===== src/rtl/pipe_ctrl_pkg.sv =====
// Shared types and constants for the pipeline controller: FSM state encoding and counter widths.
package pipe_ctrl_pkg;

  localparam int PIPE_STATE_WIDTH = 2;
  localparam int BOOT_CNT_W       = 16;
  localparam int HOLD_CNT_W       = 16;

  typedef enum logic [PIPE_STATE_WIDTH-1:0] {
    PIPE_BOOT       = 2'd0,
    PIPE_RUN        = 2'd1,
    PIPE_TRAP_HOLD  = 2'd2,
    PIPE_TRAP_REDIR = 2'd3
  } pipe_state_e;

endpackage


===== src/rtl/pipe_ctrl_if.sv =====
// Pipeline controller signal bundle; the controller side is the master modport.
interface pipe_ctrl_if;
  import pipe_ctrl_pkg::*;

  // Level-qualified signals, no ready/valid handshake: clint_int_addr is only meaningful
  // while clint_int_assert=1, br_target_ex only while br_taken_ex=1, and redirect_pc only
  // while redirect_valid=1 (it reads 0 otherwise).
  logic        br_taken_ex;
  logic [31:0] br_target_ex;
  logic        clint_int_assert;
  logic [31:0] clint_int_addr;
  logic        clint_hold;
  logic        mem_busy;
  logic        hold_flag_if;
  logic        hold_flag_id;
  logic        hold_flag_ex;
  logic        br_taken;
  logic        flush_ex;
  logic        redirect_valid;
  logic [31:0] redirect_pc;
  logic        hold_timeout_err;
  logic [31:0] stall_cnt;
  pipe_state_e dbg_state;

  modport master (
    input  br_taken_ex, br_target_ex, clint_int_assert, clint_int_addr, clint_hold, mem_busy,
    output hold_flag_if, hold_flag_id, hold_flag_ex, br_taken, flush_ex,
    output redirect_valid, redirect_pc, hold_timeout_err, stall_cnt, dbg_state
  );

  modport slave (
    output br_taken_ex, br_target_ex, clint_int_assert, clint_int_addr, clint_hold, mem_busy,
    input  hold_flag_if, hold_flag_id, hold_flag_ex, br_taken, flush_ex,
    input  redirect_valid, redirect_pc, hold_timeout_err, stall_cnt, dbg_state
  );
endinterface


===== src/rtl/pipe_ctrl_sat_counter.sv =====
// 32-bit saturating incrementer with enable; sticks at all-ones.
module sat_counter (
  input  logic        clk,
  input  logic        rst_n,
  input  logic        i_en,
  output logic [31:0] o_cnt
);

  logic [31:0] r_cnt;

  always_ff @(posedge clk or negedge rst_n) begin
    if (!rst_n) begin
      r_cnt <= '0;
    end else if (i_en && (r_cnt != 32'hFFFF_FFFF)) begin
      r_cnt <= r_cnt + 32'd1;
    end
  end

  assign o_cnt = r_cnt;

endmodule


===== src/rtl/pipe_ctrl.sv =====
// Central pipeline controller: boot hold, branch redirect, RAM stall and trap sequencing,
// plus a trap-hold watchdog and a stall cycle counter.
module pipe_ctrl
  import pipe_ctrl_pkg::*;
#(
  parameter logic [31:0] RESET_PC         = 32'h0000_0000,
  parameter int          BOOT_HOLD_CYCLES = 4,
  parameter int          HOLD_TIMEOUT     = 255
) (
  input logic         clk,
  input logic         rst_n,
  pipe_ctrl_if.master bus
);

  pipe_state_e            r_state;
  pipe_state_e            w_state_nxt;
  logic [BOOT_CNT_W-1:0]  r_boot_cnt;
  logic [HOLD_CNT_W-1:0]  r_hold_cnt;
  logic [HOLD_CNT_W-1:0]  w_hold_cnt_inc;
  logic [31:0]            r_trap_pc_q;
  logic                   r_timeout_err;
  logic                   w_boot_last;
  logic                   w_hold_expired;
  logic                   w_trap_take;
  logic                   w_hold_if;
  logic                   w_hold_id;
  logic                   w_hold_ex;
  logic                   w_br_taken;
  logic                   w_flush_ex;
  logic                   w_redir_valid;
  logic [31:0]            w_redir_pc;
  logic [31:0]            w_stall_cnt;

  assign w_boot_last    = (r_boot_cnt == BOOT_CNT_W'(BOOT_HOLD_CYCLES - 1));
  // hold_cnt+1 is the number of TRAP_HOLD cycles including the current one.
  assign w_hold_cnt_inc = r_hold_cnt + HOLD_CNT_W'(1);
  assign w_hold_expired = (w_hold_cnt_inc == HOLD_CNT_W'(HOLD_TIMEOUT));
  assign w_trap_take    = (r_state == PIPE_RUN) && bus.clint_int_assert;

  always_ff @(posedge clk or negedge rst_n) begin
    if (!rst_n) begin
      r_state <= PIPE_BOOT;
    end else begin
      r_state <= w_state_nxt;
    end
  end

  always_comb begin
    w_state_nxt = r_state;
    case (r_state)
      PIPE_BOOT:       if (w_boot_last) w_state_nxt = PIPE_RUN;
      PIPE_RUN:        if (bus.clint_int_assert)
                         w_state_nxt = bus.clint_hold ? PIPE_TRAP_HOLD : PIPE_TRAP_REDIR;
      PIPE_TRAP_HOLD:  if (!bus.clint_hold || w_hold_expired) w_state_nxt = PIPE_TRAP_REDIR;
      PIPE_TRAP_REDIR: w_state_nxt = PIPE_RUN;
      default:         w_state_nxt = PIPE_BOOT;
    endcase
  end

  always_ff @(posedge clk or negedge rst_n) begin
    if (!rst_n) begin
      r_boot_cnt    <= '0;
      r_hold_cnt    <= '0;
      r_trap_pc_q   <= '0;
      r_timeout_err <= 1'b0;
    end else begin
      if (r_state == PIPE_BOOT) r_boot_cnt <= r_boot_cnt + BOOT_CNT_W'(1);
      if (w_trap_take) begin
        r_trap_pc_q <= bus.clint_int_addr;
        r_hold_cnt  <= '0;
      end else if (r_state == PIPE_TRAP_HOLD) begin
        r_hold_cnt <= w_hold_cnt_inc;
      end
      // Only a forced exit (clint still busy) counts as a watchdog event.
      if ((r_state == PIPE_TRAP_HOLD) && bus.clint_hold && w_hold_expired) r_timeout_err <= 1'b1;
    end
  end

  always_comb begin
    w_hold_if     = 1'b0;
    w_hold_id     = 1'b0;
    w_hold_ex     = 1'b0;
    w_br_taken    = 1'b0;
    w_flush_ex    = 1'b0;
    w_redir_valid = 1'b0;
    w_redir_pc    = '0;
    if (!rst_n) begin
      w_hold_if = 1'b1;
      w_hold_id = 1'b1;
    end else begin
      case (r_state)
        PIPE_BOOT: begin
          w_hold_if = 1'b1;
          w_hold_id = 1'b1;
          if (w_boot_last) begin
            w_redir_valid = 1'b1;
            w_redir_pc    = RESET_PC;
            w_br_taken    = 1'b1;
            w_flush_ex    = 1'b1;
          end
        end
        PIPE_RUN: begin
          if (bus.clint_int_assert) begin
            w_hold_if  = 1'b1;
            w_hold_id  = 1'b1;
            w_flush_ex = 1'b1;
          end else if (bus.mem_busy) begin
            w_hold_if = 1'b1;
            w_hold_id = 1'b1;
            w_hold_ex = 1'b1;
          end else if (bus.br_taken_ex) begin
            w_redir_valid = 1'b1;
            w_redir_pc    = bus.br_target_ex;
            w_br_taken    = 1'b1;
            w_flush_ex    = 1'b1;
          end
        end
        PIPE_TRAP_HOLD: begin
          w_hold_if = 1'b1;
          w_hold_id = 1'b1;
        end
        PIPE_TRAP_REDIR: begin
          w_redir_valid = 1'b1;
          w_redir_pc    = r_trap_pc_q;
          w_br_taken    = 1'b1;
          w_flush_ex    = 1'b1;
        end
        default: ;
      endcase
    end
  end

  sat_counter u_stall_cnt (
    .clk   (clk),
    .rst_n (rst_n),
    .i_en  (w_hold_if),
    .o_cnt (w_stall_cnt)
  );

  assign bus.hold_flag_if     = w_hold_if;
  assign bus.hold_flag_id     = w_hold_id;
  assign bus.hold_flag_ex     = w_hold_ex;
  assign bus.br_taken         = w_br_taken;
  assign bus.flush_ex         = w_flush_ex;
  assign bus.redirect_valid   = w_redir_valid;
  assign bus.redirect_pc      = w_redir_pc;
  assign bus.hold_timeout_err = r_timeout_err;
  assign bus.stall_cnt        = w_stall_cnt;
  assign bus.dbg_state        = r_state;

endmodule


===== src/flat_wrapper.sv =====
// flat-port wrapper written by rule: the top's interface ports become plain ports
module pipe_ctrl_flat import pipe_ctrl_pkg::*;
#(
  parameter logic [31:0] RESET_PC         = 32'h0000_0000,
  parameter int          BOOT_HOLD_CYCLES = 4,
  parameter int          HOLD_TIMEOUT     = 255
)
  (clk, rst_n, bus_br_taken_ex, bus_br_target_ex, bus_clint_int_assert, bus_clint_int_addr, bus_clint_hold, bus_mem_busy, bus_hold_flag_if, bus_hold_flag_id, bus_hold_flag_ex, bus_br_taken, bus_flush_ex, bus_redirect_valid, bus_redirect_pc, bus_hold_timeout_err, bus_stall_cnt, bus_dbg_state);
  pipe_ctrl_if bus_i ();
  input logic clk;
  input logic rst_n;
  input wire logic [$bits(bus_i.br_taken_ex)-1:0] bus_br_taken_ex;
  input wire logic [$bits(bus_i.br_target_ex)-1:0] bus_br_target_ex;
  input wire logic [$bits(bus_i.clint_int_assert)-1:0] bus_clint_int_assert;
  input wire logic [$bits(bus_i.clint_int_addr)-1:0] bus_clint_int_addr;
  input wire logic [$bits(bus_i.clint_hold)-1:0] bus_clint_hold;
  input wire logic [$bits(bus_i.mem_busy)-1:0] bus_mem_busy;
  output wire logic [$bits(bus_i.hold_flag_if)-1:0] bus_hold_flag_if;
  output wire logic [$bits(bus_i.hold_flag_id)-1:0] bus_hold_flag_id;
  output wire logic [$bits(bus_i.hold_flag_ex)-1:0] bus_hold_flag_ex;
  output wire logic [$bits(bus_i.br_taken)-1:0] bus_br_taken;
  output wire logic [$bits(bus_i.flush_ex)-1:0] bus_flush_ex;
  output wire logic [$bits(bus_i.redirect_valid)-1:0] bus_redirect_valid;
  output wire logic [$bits(bus_i.redirect_pc)-1:0] bus_redirect_pc;
  output wire logic [$bits(bus_i.hold_timeout_err)-1:0] bus_hold_timeout_err;
  output wire logic [$bits(bus_i.stall_cnt)-1:0] bus_stall_cnt;
  output wire logic [$bits(bus_i.dbg_state)-1:0] bus_dbg_state;
  assign bus_i.br_taken_ex = bus_br_taken_ex;
  assign bus_i.br_target_ex = bus_br_target_ex;
  assign bus_i.clint_int_assert = bus_clint_int_assert;
  assign bus_i.clint_int_addr = bus_clint_int_addr;
  assign bus_i.clint_hold = bus_clint_hold;
  assign bus_i.mem_busy = bus_mem_busy;
  assign bus_hold_flag_if = bus_i.hold_flag_if;
  assign bus_hold_flag_id = bus_i.hold_flag_id;
  assign bus_hold_flag_ex = bus_i.hold_flag_ex;
  assign bus_br_taken = bus_i.br_taken;
  assign bus_flush_ex = bus_i.flush_ex;
  assign bus_redirect_valid = bus_i.redirect_valid;
  assign bus_redirect_pc = bus_i.redirect_pc;
  assign bus_hold_timeout_err = bus_i.hold_timeout_err;
  assign bus_stall_cnt = bus_i.stall_cnt;
  assign bus_dbg_state = bus_i.dbg_state;
  pipe_ctrl #(.RESET_PC(RESET_PC), .BOOT_HOLD_CYCLES(BOOT_HOLD_CYCLES), .HOLD_TIMEOUT(HOLD_TIMEOUT)) u_core (.clk(clk), .rst_n(rst_n), .bus(bus_i));
endmodule

===== config.mk =====
export PLATFORM = sky130hd
export DESIGN_NAME = pipe_ctrl_flat
export DESIGN_NICKNAME = d
export VERILOG_FILES = /design/src/rtl/pipe_ctrl_pkg.sv /design/src/rtl/pipe_ctrl_if.sv /design/src/rtl/pipe_ctrl_sat_counter.sv /design/src/rtl/pipe_ctrl.sv /design/src/flat_wrapper.sv
export SDC_FILE = /design/constraint.sdc
export NUM_CORES = 1
export LEC_CHECK = 0
export CAP_MARGIN = 25
export CORE_MARGIN = 2
export CORE_UTILIZATION = 40
export CTS_BUF_LIST = sky130_fd_sc_hd__clkbuf_2
export DETAILED_ROUTE_END_ITERATION = 8
export PLACE_DENSITY = 0.81
export SLEW_MARGIN = 5
export SYNTH_ARGS = -nofsm -noshare
export SYNTH_HDL_FRONTEND = slang
export SYNTH_SLANG_ARGS = --single-unit

===== constraint.sdc =====
create_clock -name clk -period 7.1 [get_ports clk]
set_clock_uncertainty 0.1 [all_clocks]
set_input_delay 2.13 -clock clk [delete_from_list [all_inputs] [get_ports clk]]
set_output_delay 2.13 -clock clk [all_outputs]
set_load 0.01 [all_outputs]

==> flow_summary.toml <==
[synthesis]
synth_area_sq_um = 5050
synth.distinct_cells = 47
synth_area_leaders = "dfrtp_1, mux2_2, xnor2_1, xor2_1, a22oi_1"
syn_inst = 486
synth_seq_cells = 99
synth_top_area_share_pct = 49.1
avgSynthCellArea_sq_um = 10.4
synthFlopType = "dfrtp_1"
yosysSeqAreaShare_pct = 49.1
synth_edf_count = 0
yosysTopAreaCell = "dfrtp_1"
async_flop_share_pct = 100
synth.yosys.warnings = 0
syn_nets = 564
synthTopCellsByCount = "dfrtp_1, nor2_1, mux2_2"
yosysMostFrequentCell = "dfrtp_1"

[final_layout]
antenna_cells = 0
final_util_pct = 54.0
drive_above_1_share_pct = 11.1
fin_nets = 702
area_growth_pct = 33.4

[cts]
htree_num_levels = 3
clk_latency_ns = 0.58
clock-root-buffer = "clkbuf_2"
cts_sinks = 99
cts_resized = 0
cts_buffers = 9
ctsLongestPathBuffers = 2
path_clk_slew_ns = 0.20
cts-hold-fix-buffers = 0
cts_setup_buffers = 0
tritoncts = "yes"

[global_route]
grt_max_degree = 52
antenna_found_initial = 0
grt_pass1_vias = 4187
grt_usage_pct = 18.5
gr-total-overflow = 0
grt_pass1_wl_microns = 19800

[worst_setup_path]
startpoint_type = "input port"
cp-end-kind = "primary output"
worstPathMaxFanout = 33
crit_arrival_ns = 4.08
critPathKind = "in -> out"
required_ns = 4.87

[floorplan]
io_pins = 143
rows = 41
fp.coreArea_sq_um = 12500
die_y_microns = 116
initial_utilization_pct = 40.5
die_w_microns = 116
design.die.area_sq_um = 13500

[outcome]
outcome = "finished clean"

[placement]
place_ws_ns = 0.822
gp_congestion = 0.843
dp_hpwl_microns = 8910
portBuffers = 142

[sta]
relSlewSlack_pct = 56.7
setup_slack_ns = 0.788
hold_viol = 0
setup_viol = 0
post-route-period-util_pct = 88.9
min_period_ns = 6.31
fmax_ghz = 0.158
tightest_slew_ns = 0.650
whs_ns = 0.397
slew_viol_final = 0
rsz0062_at_grt = "no"
fin_setup_tns_ns = 0

[drt]
via_per_inst = 5.21
dr.pass1.iters = 4
num_vias = 4166
drcViolationCount = 0
routed_wirelength_microns = 12400
drt_iter0_drc = 173
wl_per_cell_microns = 15.5
drtAntennaViolNets = 0

[power_and_ir_drop]
p_leak_nw = 2.78
p_total_w = 0.00181
vdd_drop_max_uv = 208
p_per_area_nw_per_um2 = 269

[hold_path]
holdCritPathClass = "reg -> reg"

[run]
max_cap_viol_count = 0
## path summary, 6_finish.rpt
check	to	cells past startpoint	slack [ns]	start
max	bus_br_taken	7	0.79	bus_clint_int_assert
min	u_core.r_boot_cnt[15]$_DFFE_PN0P_	1	0.40	u_core.r_boot_cnt[15]$_DFFE_PN0P_
max reg2reg	u_core.u_stall_cnt.o_cnt[16]$_DFFE_PN0P_	8	4.28	u_core.bus.dbg_state[0]$_DFFE_PN0P_
min reg2reg	u_core.r_boot_cnt[15]$_DFFE_PN0P_	1	0.40	u_core.r_boot_cnt[15]$_DFFE_PN0P_
max in group asynchronous	u_core.r_trap_pc_q[4]$_DFFE_PN0P_	2	4.67	rst_n
min in group asynchronous	u_core.r_boot_cnt[11]$_DFFE_PN0P_	1	1.29	rst_n
## final cells by class
cell class                 instances  area (sq um)
multi-input combinational        353          2440
timing repair buffer             148          1480
sequential                        99          2480
inverter                          13          48.8
clock buffer                      12          60.1
tap                              172           215
clock inverter                     3          16.3
fill                            1111          5730
## power by group
group	internal (W)	switching, W	total [W]
clock network	0.0000472	0.000175	0.000222
registers	0.000705	0.000119	0.000823
logic	0.000411	0.000357	0.000768
## routing by layer
metal	GRT usage, %	part of all wire (%)	up-vias
li1	-	-	1987
met1	23.0	42	2046
met2	31.2	50	120
met3	5.81	7.2	13
met4	5.16	1.2	0
met5	0	0	-
## critical path: stages
cell and delay (ns):
clkdlybuf4s50_1 0.46, nor2b_1 0.19, and2_1 0.15, buf_4 0.32, inv_1 0.09, a21oi_1 0.18, clkdlybuf4s50_1 0.56
## through the flow
stage / area [sq um] / instances
after detailed placement: 6640 / 784
after global placement: 6640 / 784
after floorplan: 5050 / 486
after CTS: 6720 / 799
after global routing: 6740 / 800
final: 6740 / 800
## kinds of logic after synthesis
logic type	count (synthesis)	synth area share [%]
AO/OA/AOI/OAI	58	8.00
AND/OR/NAND/NOR	187	19.1
adder cells (fa/ha/maj)	8	1.98
flip-flops	99	49.1
buffers and inverters	34	2.70
multiplexers	38	8.40
XOR/XNOR	62	10.8
## registers in the layout (all words and copies together), names as in the netlist
| register | count |
|---|---|
| u_core.r_hold_cnt | 16 |
| u_core.bus.dbg_state | 2 |
| u_core.bus.hold_timeout_err | 1 |
| u_core.r_trap_pc_q | 32 |
| u_core.u_stall_cnt.o_cnt | 32 |
| u_core.r_boot_cnt | 16 |
## cells in the final DEF, fill, tap and decap left out, types with 8 or more instances in the layout
cell	instances
ha_1	8
clkdlybuf4s50_1	141
xor2_1	31
a21oi_1	9
mux2_2	34
clkbuf_2	12
inv_1	13
nor3_1	8
xnor2_1	31
dfrtp_1	99
nand4_1	22
a22oi_1	32
nor2_1	64
nand2_1	31
nand3_1	18
Power figures use the tool's default switching activity.
